File: src/rtl/mem_access_pkg.sv
// Shared size codes, FSM state encoding and byte-count helper for the MEM-stage access unit.
package mem_access_pkg;

  localparam logic [1:0] SIZE_BYTE = 2'b00;
  localparam logic [1:0] SIZE_HALF = 2'b01;
  localparam logic [1:0] SIZE_WORD = 2'b10;
  localparam logic [1:0] SIZE_ILL  = 2'b11;

  typedef enum logic [1:0] {
    S_IDLE   = 2'b00,
    S_SETUP  = 2'b01,
    S_STROBE = 2'b10,
    S_DONE   = 2'b11
  } state_t;

  function automatic logic [2:0] size_bytes(input logic [1:0] size);
    case (size)
      SIZE_BYTE: return 3'd1;
      SIZE_HALF: return 3'd2;
      SIZE_WORD: return 3'd4;
      default:   return 3'd0;
    endcase
  endfunction

endpackage

File: src/rtl/mem_access_unit_if.sv
// Pipeline request/response and data-memory bus of the MEM-stage access unit.
interface mem_access_unit_if #(
  parameter int ADDR_W = 32
);
  logic              req;
  logic              req_store;
  logic [1:0]        req_size;
  logic [ADDR_W-1:0] req_addr;
  logic [31:0]       req_wdata;
  logic              stall;
  logic              done;
  logic              err;
  logic [31:0]       rdata;
  logic              mem_en;
  logic              mem_rw;
  logic [ADDR_W-1:0] mem_addr;
  logic [31:0]       mem_din;
  logic [1:0]        mem_size;
  logic [31:0]       mem_dout;

  modport slave (
    input  req, req_store, req_size, req_addr, req_wdata, mem_dout,
    output stall, done, err, rdata, mem_en, mem_rw, mem_addr, mem_din, mem_size
  );

  modport master (
    output req, req_store, req_size, req_addr, req_wdata, mem_dout,
    input  stall, done, err, rdata, mem_en, mem_rw, mem_addr, mem_din, mem_size
  );
endinterface

File: src/rtl/mem_access_unit_load_formatter.sv
// Zero-extends raw memory read data to the access size; shared with the WB stage.
module load_formatter
  import mem_access_pkg::*;
(
  input  logic [1:0]  i_size,
  input  logic [31:0] i_dout,
  output logic [31:0] o_rdata
);

  always_comb begin
    o_rdata = 32'd0;
    case (i_size)
      SIZE_BYTE: o_rdata = {24'd0, i_dout[7:0]};
      SIZE_HALF: o_rdata = {16'd0, i_dout[15:0]};
      SIZE_WORD: o_rdata = i_dout;
      default:   o_rdata = 32'd0;
    endcase
  end

endmodule

File: src/rtl/mem_access_unit.sv
// MEM-stage initiator for data_ram256x8: IDLE -> SETUP -> STROBE -> DONE, one access per 4 cycles.
// Define ALIGN_CHECK_EN to reject misaligned half/word accesses as bad requests.
module mem_access_unit
  import mem_access_pkg::*;
#(
  parameter int ADDR_W    = 32,
  parameter int MEM_DEPTH = 256
) (
  input logic               clk,
  input logic               reset,
  mem_access_unit_if.slave  bus
);

  state_t            r_state;
  state_t            w_state_next;
  logic              r_err;
  logic              r_store;
  logic [1:0]        r_size;
  logic [ADDR_W-1:0] r_addr;
  logic [31:0]       r_din;
  logic [31:0]       r_rdata;
  logic [31:0]       w_fmt;
  logic [ADDR_W:0]   w_end;
  logic              w_bad;
  logic              w_accept;

  assign w_accept = (r_state == S_IDLE) && bus.req;

  // One extra address bit so the end-of-range sum cannot wrap.
  always_comb begin
    w_end = {1'b0, bus.req_addr} + (ADDR_W+1)'(size_bytes(bus.req_size));
    w_bad = (bus.req_size == SIZE_ILL) || (w_end > (ADDR_W+1)'(MEM_DEPTH));
`ifdef ALIGN_CHECK_EN
    if ((bus.req_size == SIZE_HALF) && bus.req_addr[0])
      w_bad = 1'b1;
    if ((bus.req_size == SIZE_WORD) && (bus.req_addr[1:0] != 2'b00))
      w_bad = 1'b1;
`endif
  end

  always_comb begin
    w_state_next = r_state;
    case (r_state)
      S_IDLE:   if (bus.req) w_state_next = w_bad ? S_DONE : S_SETUP;
      S_SETUP:  w_state_next = S_STROBE;
      S_STROBE: w_state_next = S_DONE;
      S_DONE:   w_state_next = S_IDLE;
      default:  w_state_next = S_IDLE;
    endcase
  end

  always_ff @(posedge clk) begin
    if (reset) begin
      r_state <= S_IDLE;
      r_err   <= 1'b0;
      r_store <= 1'b0;
      r_size  <= SIZE_WORD;
      r_addr  <= '0;
      r_din   <= 32'd0;
      r_rdata <= 32'd0;
    end else begin
      r_state <= w_state_next;
      if (w_accept) begin
        r_store <= bus.req_store;
        r_size  <= bus.req_size;
        r_addr  <= bus.req_addr;
        r_din   <= bus.req_wdata;
        r_err   <= w_bad;
        if (w_bad)
          r_rdata <= 32'd0;
      end
      if (r_state == S_STROBE)
        r_rdata <= r_store ? 32'd0 : w_fmt;
    end
  end

  load_formatter u_fmt (
    .i_size  (r_size),
    .i_dout  (bus.mem_dout),
    .o_rdata (w_fmt)
  );

  // Enable is cut by reset immediately so an aborted store never reaches the RAM.
  assign bus.mem_en   = (r_state == S_STROBE) && !reset;
  assign bus.mem_rw   = r_store;
  assign bus.mem_addr = r_addr;
  assign bus.mem_din  = r_din;
  assign bus.mem_size = r_size;
  assign bus.done     = (r_state == S_DONE);
  assign bus.err      = (r_state == S_DONE) && r_err;
  assign bus.rdata    = r_rdata;
  assign bus.stall    = bus.req && (r_state != S_DONE);

endmodule
File: src/flat_wrapper.sv
// flat-port wrapper written by rule: the top's interface ports become plain ports
module mem_access_unit_flat import mem_access_pkg::*;
#(
  parameter int ADDR_W    = 32,
  parameter int MEM_DEPTH = 256
)
  (clk, reset, bus_req, bus_req_store, bus_req_size, bus_req_addr, bus_req_wdata, bus_mem_dout, bus_stall, bus_done, bus_err, bus_rdata, bus_mem_en, bus_mem_rw, bus_mem_addr, bus_mem_din, bus_mem_size);
  mem_access_unit_if #(.ADDR_W(ADDR_W)) bus_i ();
  input logic clk;
  input logic reset;
  input wire logic [$bits(bus_i.req)-1:0] bus_req;
  input wire logic [$bits(bus_i.req_store)-1:0] bus_req_store;
  input wire logic [$bits(bus_i.req_size)-1:0] bus_req_size;
  input wire logic [$bits(bus_i.req_addr)-1:0] bus_req_addr;
  input wire logic [$bits(bus_i.req_wdata)-1:0] bus_req_wdata;
  input wire logic [$bits(bus_i.mem_dout)-1:0] bus_mem_dout;
  output wire logic [$bits(bus_i.stall)-1:0] bus_stall;
  output wire logic [$bits(bus_i.done)-1:0] bus_done;
  output wire logic [$bits(bus_i.err)-1:0] bus_err;
  output wire logic [$bits(bus_i.rdata)-1:0] bus_rdata;
  output wire logic [$bits(bus_i.mem_en)-1:0] bus_mem_en;
  output wire logic [$bits(bus_i.mem_rw)-1:0] bus_mem_rw;
  output wire logic [$bits(bus_i.mem_addr)-1:0] bus_mem_addr;
  output wire logic [$bits(bus_i.mem_din)-1:0] bus_mem_din;
  output wire logic [$bits(bus_i.mem_size)-1:0] bus_mem_size;
  assign bus_i.req = bus_req;
  assign bus_i.req_store = bus_req_store;
  assign bus_i.req_size = bus_req_size;
  assign bus_i.req_addr = bus_req_addr;
  assign bus_i.req_wdata = bus_req_wdata;
  assign bus_i.mem_dout = bus_mem_dout;
  assign bus_stall = bus_i.stall;
  assign bus_done = bus_i.done;
  assign bus_err = bus_i.err;
  assign bus_rdata = bus_i.rdata;
  assign bus_mem_en = bus_i.mem_en;
  assign bus_mem_rw = bus_i.mem_rw;
  assign bus_mem_addr = bus_i.mem_addr;
  assign bus_mem_din = bus_i.mem_din;
  assign bus_mem_size = bus_i.mem_size;
  mem_access_unit #(.ADDR_W(ADDR_W), .MEM_DEPTH(MEM_DEPTH)) u_core (.clk(clk), .reset(reset), .bus(bus_i));
endmodule
File: config.mk
export PLATFORM = sky130hd
export DESIGN_NAME = mem_access_unit_flat
export DESIGN_NICKNAME = d
export VERILOG_FILES = /design/src/rtl/mem_access_pkg.sv /design/src/rtl/mem_access_unit_if.sv /design/src/rtl/mem_access_unit_load_formatter.sv /design/src/rtl/mem_access_unit.sv /design/src/flat_wrapper.sv
export SDC_FILE = /design/constraint.sdc
export NUM_CORES = 1
export LEC_CHECK = 0
export BUFFER_PORTS_ARGS = -buffer_cell sky130_fd_sc_hd__buf_2
export CORE_AREA = 2 2 102 104
export DETAILED_ROUTE_END_ITERATION = 8
export DIE_AREA = 0 0 104 106
export PLACE_DENSITY = 0.8
export SETUP_SLACK_MARGIN = 0.4
export SLEW_MARGIN = 25
export SYNTH_ARGS = -nofsm -noshare
export SYNTH_HDL_FRONTEND = slang
export SYNTH_SLANG_ARGS = --single-unit
File: constraint.sdc
create_clock -name clk -period 3.8 [get_ports clk]
set_input_delay 0.57 -clock clk [delete_from_list [all_inputs] [get_ports clk]]
set_output_delay 0.57 -clock clk [all_outputs]
set_load 0.05 [all_outputs]
# Yosys cells after proc, flatten, opt, wreduce, memory -nomap -nowiden
# Cells that the tools add are included.
[word_totals]
register_bits = 102
latchBits = 0
ram_bits = 0
rom_bits = 0
input_bits = 102
output_inout_bits = 103
elab_cells = 40
memories = 0
[op_classes]
addsub = 1
n_mul = 0
div_mod_pow = 0
n_lt_le_gt_ge = 1
n_eq_ne = 10
shifts = 0
mux = 9
bitwise_logic = 0
n_reduce_logical = 12
[op_table]
columns = ["operator", "n"]
rows = [
  ["32-bit two-way mux", 4],
  ["32-bit one-hot mux with 3 select lines", 1],
  ["32-bit by 3-bit adder with 33-bit output", 1],
  ["33-bit by 9-bit > comparator with 1-bit output, second input constant", 1],
  ["2-bit equality test, second input constant", 5],
  ["3-bit one-hot mux with 3 select lines", 1],
  ["2-bit one-hot mux with 4 select lines", 1],
  ["2-bit by 1-bit equality test with 1-bit output, second input constant", 3],
  ["2-bit zero test", 3],
  ["1-bit logical AND", 4],
  ["2-bit two-way mux", 2],
  ["2-bit inequality test, second input constant", 2],
  ["2-bit nonzero test", 2],
  ["2-bit AND reduction", 1],
  ["1-bit zero test", 1],
  ["1-bit logical OR", 1],
]

# Longest topological paths before layout
[depth]
depth_word = 8
ltp_mapped = 11
ltp_nobuf = 10

# Modules after synthesis
# Synthesis repeated with hierarchy kept, for this count alone.
[unflattened]
hier_cells = 628
area_unflattened_um2 = 4849.7
[modules_own_cells]
columns = ["mod", "instances", "cells_per_inst", "area_per_inst_um2", "seq_area_each_um2"]
rows = [
  ["mem_access_unit", 1, 592, 4610.7, 2042.0],
  ["load_formatter", 1, 36, 239.0, 0.0],
]

# Least setup slack after synthesis
# No wires, ideal clock.
[synth_timing]
path_kind = "input port to flip-flop"
from = "input port bus_req_size[1]"
to = "register u_core.r_rdata[10], in the netlist u_core.bus.rdata[10]"
setup_ps = 67
t_arrival_ps = 2817
required_time_ps = 3733
slack_ps = 916
cell_stages = 11
path_buffers = 1
path_cell_list = "nor2_1 -> ha_1 -> fa_1 -> a21oi_1 -> nor3_1 -> or3_1 -> a221oi_1 -> and4_1 -> nand4_2 -> buf_6 -> o21ai_2"
[synth_via]
elab_chain_len = 7
elab_cells_between_ends = 10
classes_between = "1 x add/sub; 1 x order compare; 3 x eq/ne; 1 x mux; 4 x reduce/logical"
[synth_rtl]
columns = ["element", "line", "rtl"]
rows = [
  ["start, declared", "flat_wrapper.sv:13", "input wire logic [$bits(bus_i.req_size)-1:0] bus_req_size;"],
  ["2-bit equality test, or another cell as far along", "mem_access_pkg.sv:17", "case (size)"],
  ["3-bit one-hot mux with 3 select lines", "mem_access_pkg.sv:17", ""],
  ["32-bit by 3-bit adder with 33-bit output", "mem_access_unit.sv:31", "w_end = {1'b0, bus.req_addr} + (ADDR_W+1)'(size_bytes(bus.req_size));"],
  ["33-bit by 9-bit > comparator with 1-bit output", "mem_access_unit.sv:32", "w_bad = (bus.req_size == SIZE_ILL) || (w_end > (ADDR_W+1)'(MEM_DEPTH));"],
  ["1-bit logical OR *", "mem_access_unit.sv:32", ""],
  ["2-bit nonzero test (no source line) *", "n/a", ""],
  ["2-bit AND reduction (no source line) *", "n/a", ""],
  ["end signal, assigned", "mem_access_unit.sv:73", "r_rdata <= r_store ? 32'd0 : w_fmt;"],
  ["end, declared", "mem_access_unit.sv:21", "logic [31:0] r_rdata;"],
]
# Every way passes the cells marked *; elsewhere a longest branch is shown, timed or not.
# A chain may end at the register's enable or synchronous reset.

# Worst setup path after layout
[layout_timing]
from = "input port bus_req_size[1]"
to = "register u_core.r_rdata[31], in the netlist u_core.bus.rdata[31]"
# The elaborated chain is that of the path after synthesis.

==> flow_summary_export.csv <==
group,metric,value,unit
run_status,outcome,"completed",
timing,worst_hold_slack,0.428,ns
timing,setup_violations,0,
global_routing,grt_pass1_vias,4529,
critical_path,crit_path_max_fanout,32,
place,dp_cells,887,
global_routing,grt_usage,23.1,%
finish,layout-drive-gt1-share,35.3,%
synth,syn_area,0.00469,sq mm
timing,rsz0062_at_grt,"no",
timing,worstMarginPinSlew,0.952,ns
global_routing,grt_max_degree,66,
worst_hold_path,hold_path.class,"in -> reg",
finish,area_growth,28.0,%
synth,synth_flop_cell,"dfxtp_1",
finish,nets,872,
critical_path,critPathKind,"in -> reg",
place,io_buffers,204,
detailed_routing,vias,4902,
place,gp_congestion,0.851,
timing,max_freq,329,MHz
detailed_routing,route.detailed.drc,0,
finish,regArea,0.00204,sq mm
clocking,cts_tree,"built",
clocking,cts_root_buf,"clkbuf_8",
detailed_routing,wl_per_cell,14.4,um
die,io_pins,205,
clocking,cts_sinks,102,
die,core-area,0.0100,sq mm
timing,slew-limit-headroom,36.2,%
synth,synth_area_leaders,"dfxtp_1 43%, nand2_1 14%, a21oi_1 7.8%",
pwr,powerDensity,591,mW/mm^2
synth,synthArstFlopShare,0,%
detailed_routing,firstDrtPassIters,5,
finish,multi_input_area,0.00250,sq mm
detailed_routing,ant_nets,0,
die,die_w,104,um
clocking,cts_buffer_depth,2,
clocking,cts_made_buffers,9,
finish,fillers,932,
die,die_y,106,um
timing,min_period,3.04,ns
synth,synth_top_area_share,43.5,%
synth,yosys.area.top_type,"dfxtp_1",
finish,final_cell_count_no_fill,904,
critical_path,critPathMaxStageDelay,0.51,ns
die,start_util,46.9,%
pwr,pwr-share-seq,38.1,%
detailed_routing,vias_per_cell,5.42,
job,cap_viol_max_count,0,
timing,hold_viol_final,0,
global_routing,grt_pass1_wl,21.0,mm
clocking,clk-insertion-delay-late,0.36,ns
synth,syn_inst,577,
detailed_routing,drt_iter0_drc,273,
clocking,cts_resized,0,
clocking,clk_pin_slew,0.09,ns
synth,synth_common_cells,"176 x nand2_1, 102 x dfxtp_1, 73 x a21oi_1",
pwr,leakage,0.00264,uW
clocking,postCtsSetupRepairBufs,0,
pwr,netSwitchingFraction,44.6,%
critical_path,startpoint_type,"primary input",
pwr,pwr-share-clk,20.1,%
synth,yosysWarnings,0,
critical_path,crit_buf_inv,2,
global_routing,grt_antenna_before_repair,1,
synth,avgSynthCellArea,8.14,sq um
critical_path,arrival,3.33,ns
timing,tns,0,ns
detailed_routing,drt_wl_total,13.0,mm
critical_path,cpMaxStageDelayCell,"a211oi_2",
synth,synth_edf_count,0,
clocking,hold_buffers,0,
critical_path,cp_data_required_time,4.09,ns
critical_path,crit_chain,"buf_2, nor2b_1, ha_1, nand3_1, a211oi_2, nand4_1, nand3b_1, a211oi_1, nand4_2, buf_4, o21ai_0",
synth,ys_types,52,
clocking,htree_levels,3,
synth,synth_seq_area_share,43.5,%
critical_path,end_kind,"register",
die,rows,37,
global_routing,grt_remaining_overflow,0,
timing,fin_skew,0.00521,ns
critical_path,crit_family,"compound AO/OA/AOI/OAI gates",
timing,finalCritPeriodShare,80.0,%
pwr,switchingPower,1580,uW
pwr,ir_drop,0.267,mV
synth,syn-num-nets,687,
synth,synth_seq_cells,102,
pwr,internal_power,1970,uW
timing,finalMaxSlewViolations,0,
die,die-area,0.0110,sq mm
place,place_hpwl,9.50,mm
pwr,combPwrFrac,41.8,%
synth,yosysMostFrequentCell,"nand2_1",
==> power groups by stage <==
| stage | Combinational (uW) | Clock (uW) | Sequential, uW |
|---|---|---|---|
| final | 1480 | 715 | 1350 |
| after global routing | 1590 | 776 | 1380 |
| after CTS | 1490 | 735 | 1350 |
| after detailed placement | 1480 | 0 | 1380 |
| after global placement | 1450 | 0 | 1370 |
| after floorplan | 538 | 0 | 1940 |
==> layer usage <==
layer  wire, um  GRT usage [%]  vias up  share of wire, %
li1           -              -     2388                 -
met1       5460           28.1     2254                42
met2       6190           39.8      228                48
met3        980           4.29       32               7.5
met4        350           10.3        0               2.7
met5          0              0        -                 0
==> state kept, by name (all words and copies together), names as in the netlist <==
signal / flops
u_core.bus.mem_addr: 32
u_core.bus.mem_din: 32
u_core.bus.mem_rw: 1
u_core.bus.mem_size: 2
u_core.bus.rdata: 32
u_core.r_err: 1
u_core.r_state: 2
==> worst min-delay path, cell delays in order <==
cell,delay [ns]
buf_2,0.08
a22oi_1,0.06
o21ai_2,0.05
==> path summary, 6_finish.rpt <==
| path | slack, ns | start | depth (start not counted) | endpoint |
|---|---|---|---|---|
| worst max register to register | 1.54 | u_core.r_state[0]$_SDFFE_PP0P_ | 8 | u_core.bus.rdata[13]$_SDFFE_PP0P_ |
| worst max-delay path | 0.76 | bus_req_size[1] | 11 | u_core.bus.rdata[31]$_SDFFE_PP0P_ |
| worst min register to register | 0.45 | u_core.bus.mem_din[16]$_SDFFE_PP0P_ | 2 | u_core.bus.mem_din[16]$_SDFFE_PP0P_ |
| worst min-delay path | 0.43 | bus_mem_dout[10] | 3 | u_core.bus.rdata[10]$_SDFFE_PP0P_ |
==> cells by family after synthesis <==
family                     share of synthesized area (%)
AOI/OAI and AO/OA                                   23.2
xor gates and xnor gates                            2.43
adders and majority gates                           2.29
buffers and inverters                               3.70
DFF                                                 43.5
muxes                                              0.560
and+or+nand+nor                                     24.3
==> metrics by stage <==
step                worst slack, ns  utilization (%)  power (uW)  area, sq um
finish                        0.761             60.1        3550         6010
global route                  0.494             60.1        3740         6010
CTS                           0.791             60.0        3580         6000
detailed placement            0.402             57.9        2860         5790
global placement              0.529             57.8        2820         5780
floorplan                     0.916                -        2480         4690
==> cells in the final DEF, fill, tap and decap left out, types with 6 or more instances in the layout <==
cell type,instances
a21oi_1,73
a22oi_1,33
buf_2,204
clkbuf_8,12
dfxtp_1,102
ha_1,7
nand2_1,175
nand3_1,17
nor2_1,7
nor2b_1,7
o21ai_0,6
o21ai_2,30
xnor2_1,10
==> layout make-up <==
class	count	area share [%]
multi-input cells	435	41.7
inverters	5	0.312
diodes	1	0.0416
clock inverters	2	0.646
well taps	136	2.83
clock buffers	14	2.87
repair buffers	209	17.6
flip-flops and latches	102	34.0
Power figures use the tool's default switching activity.
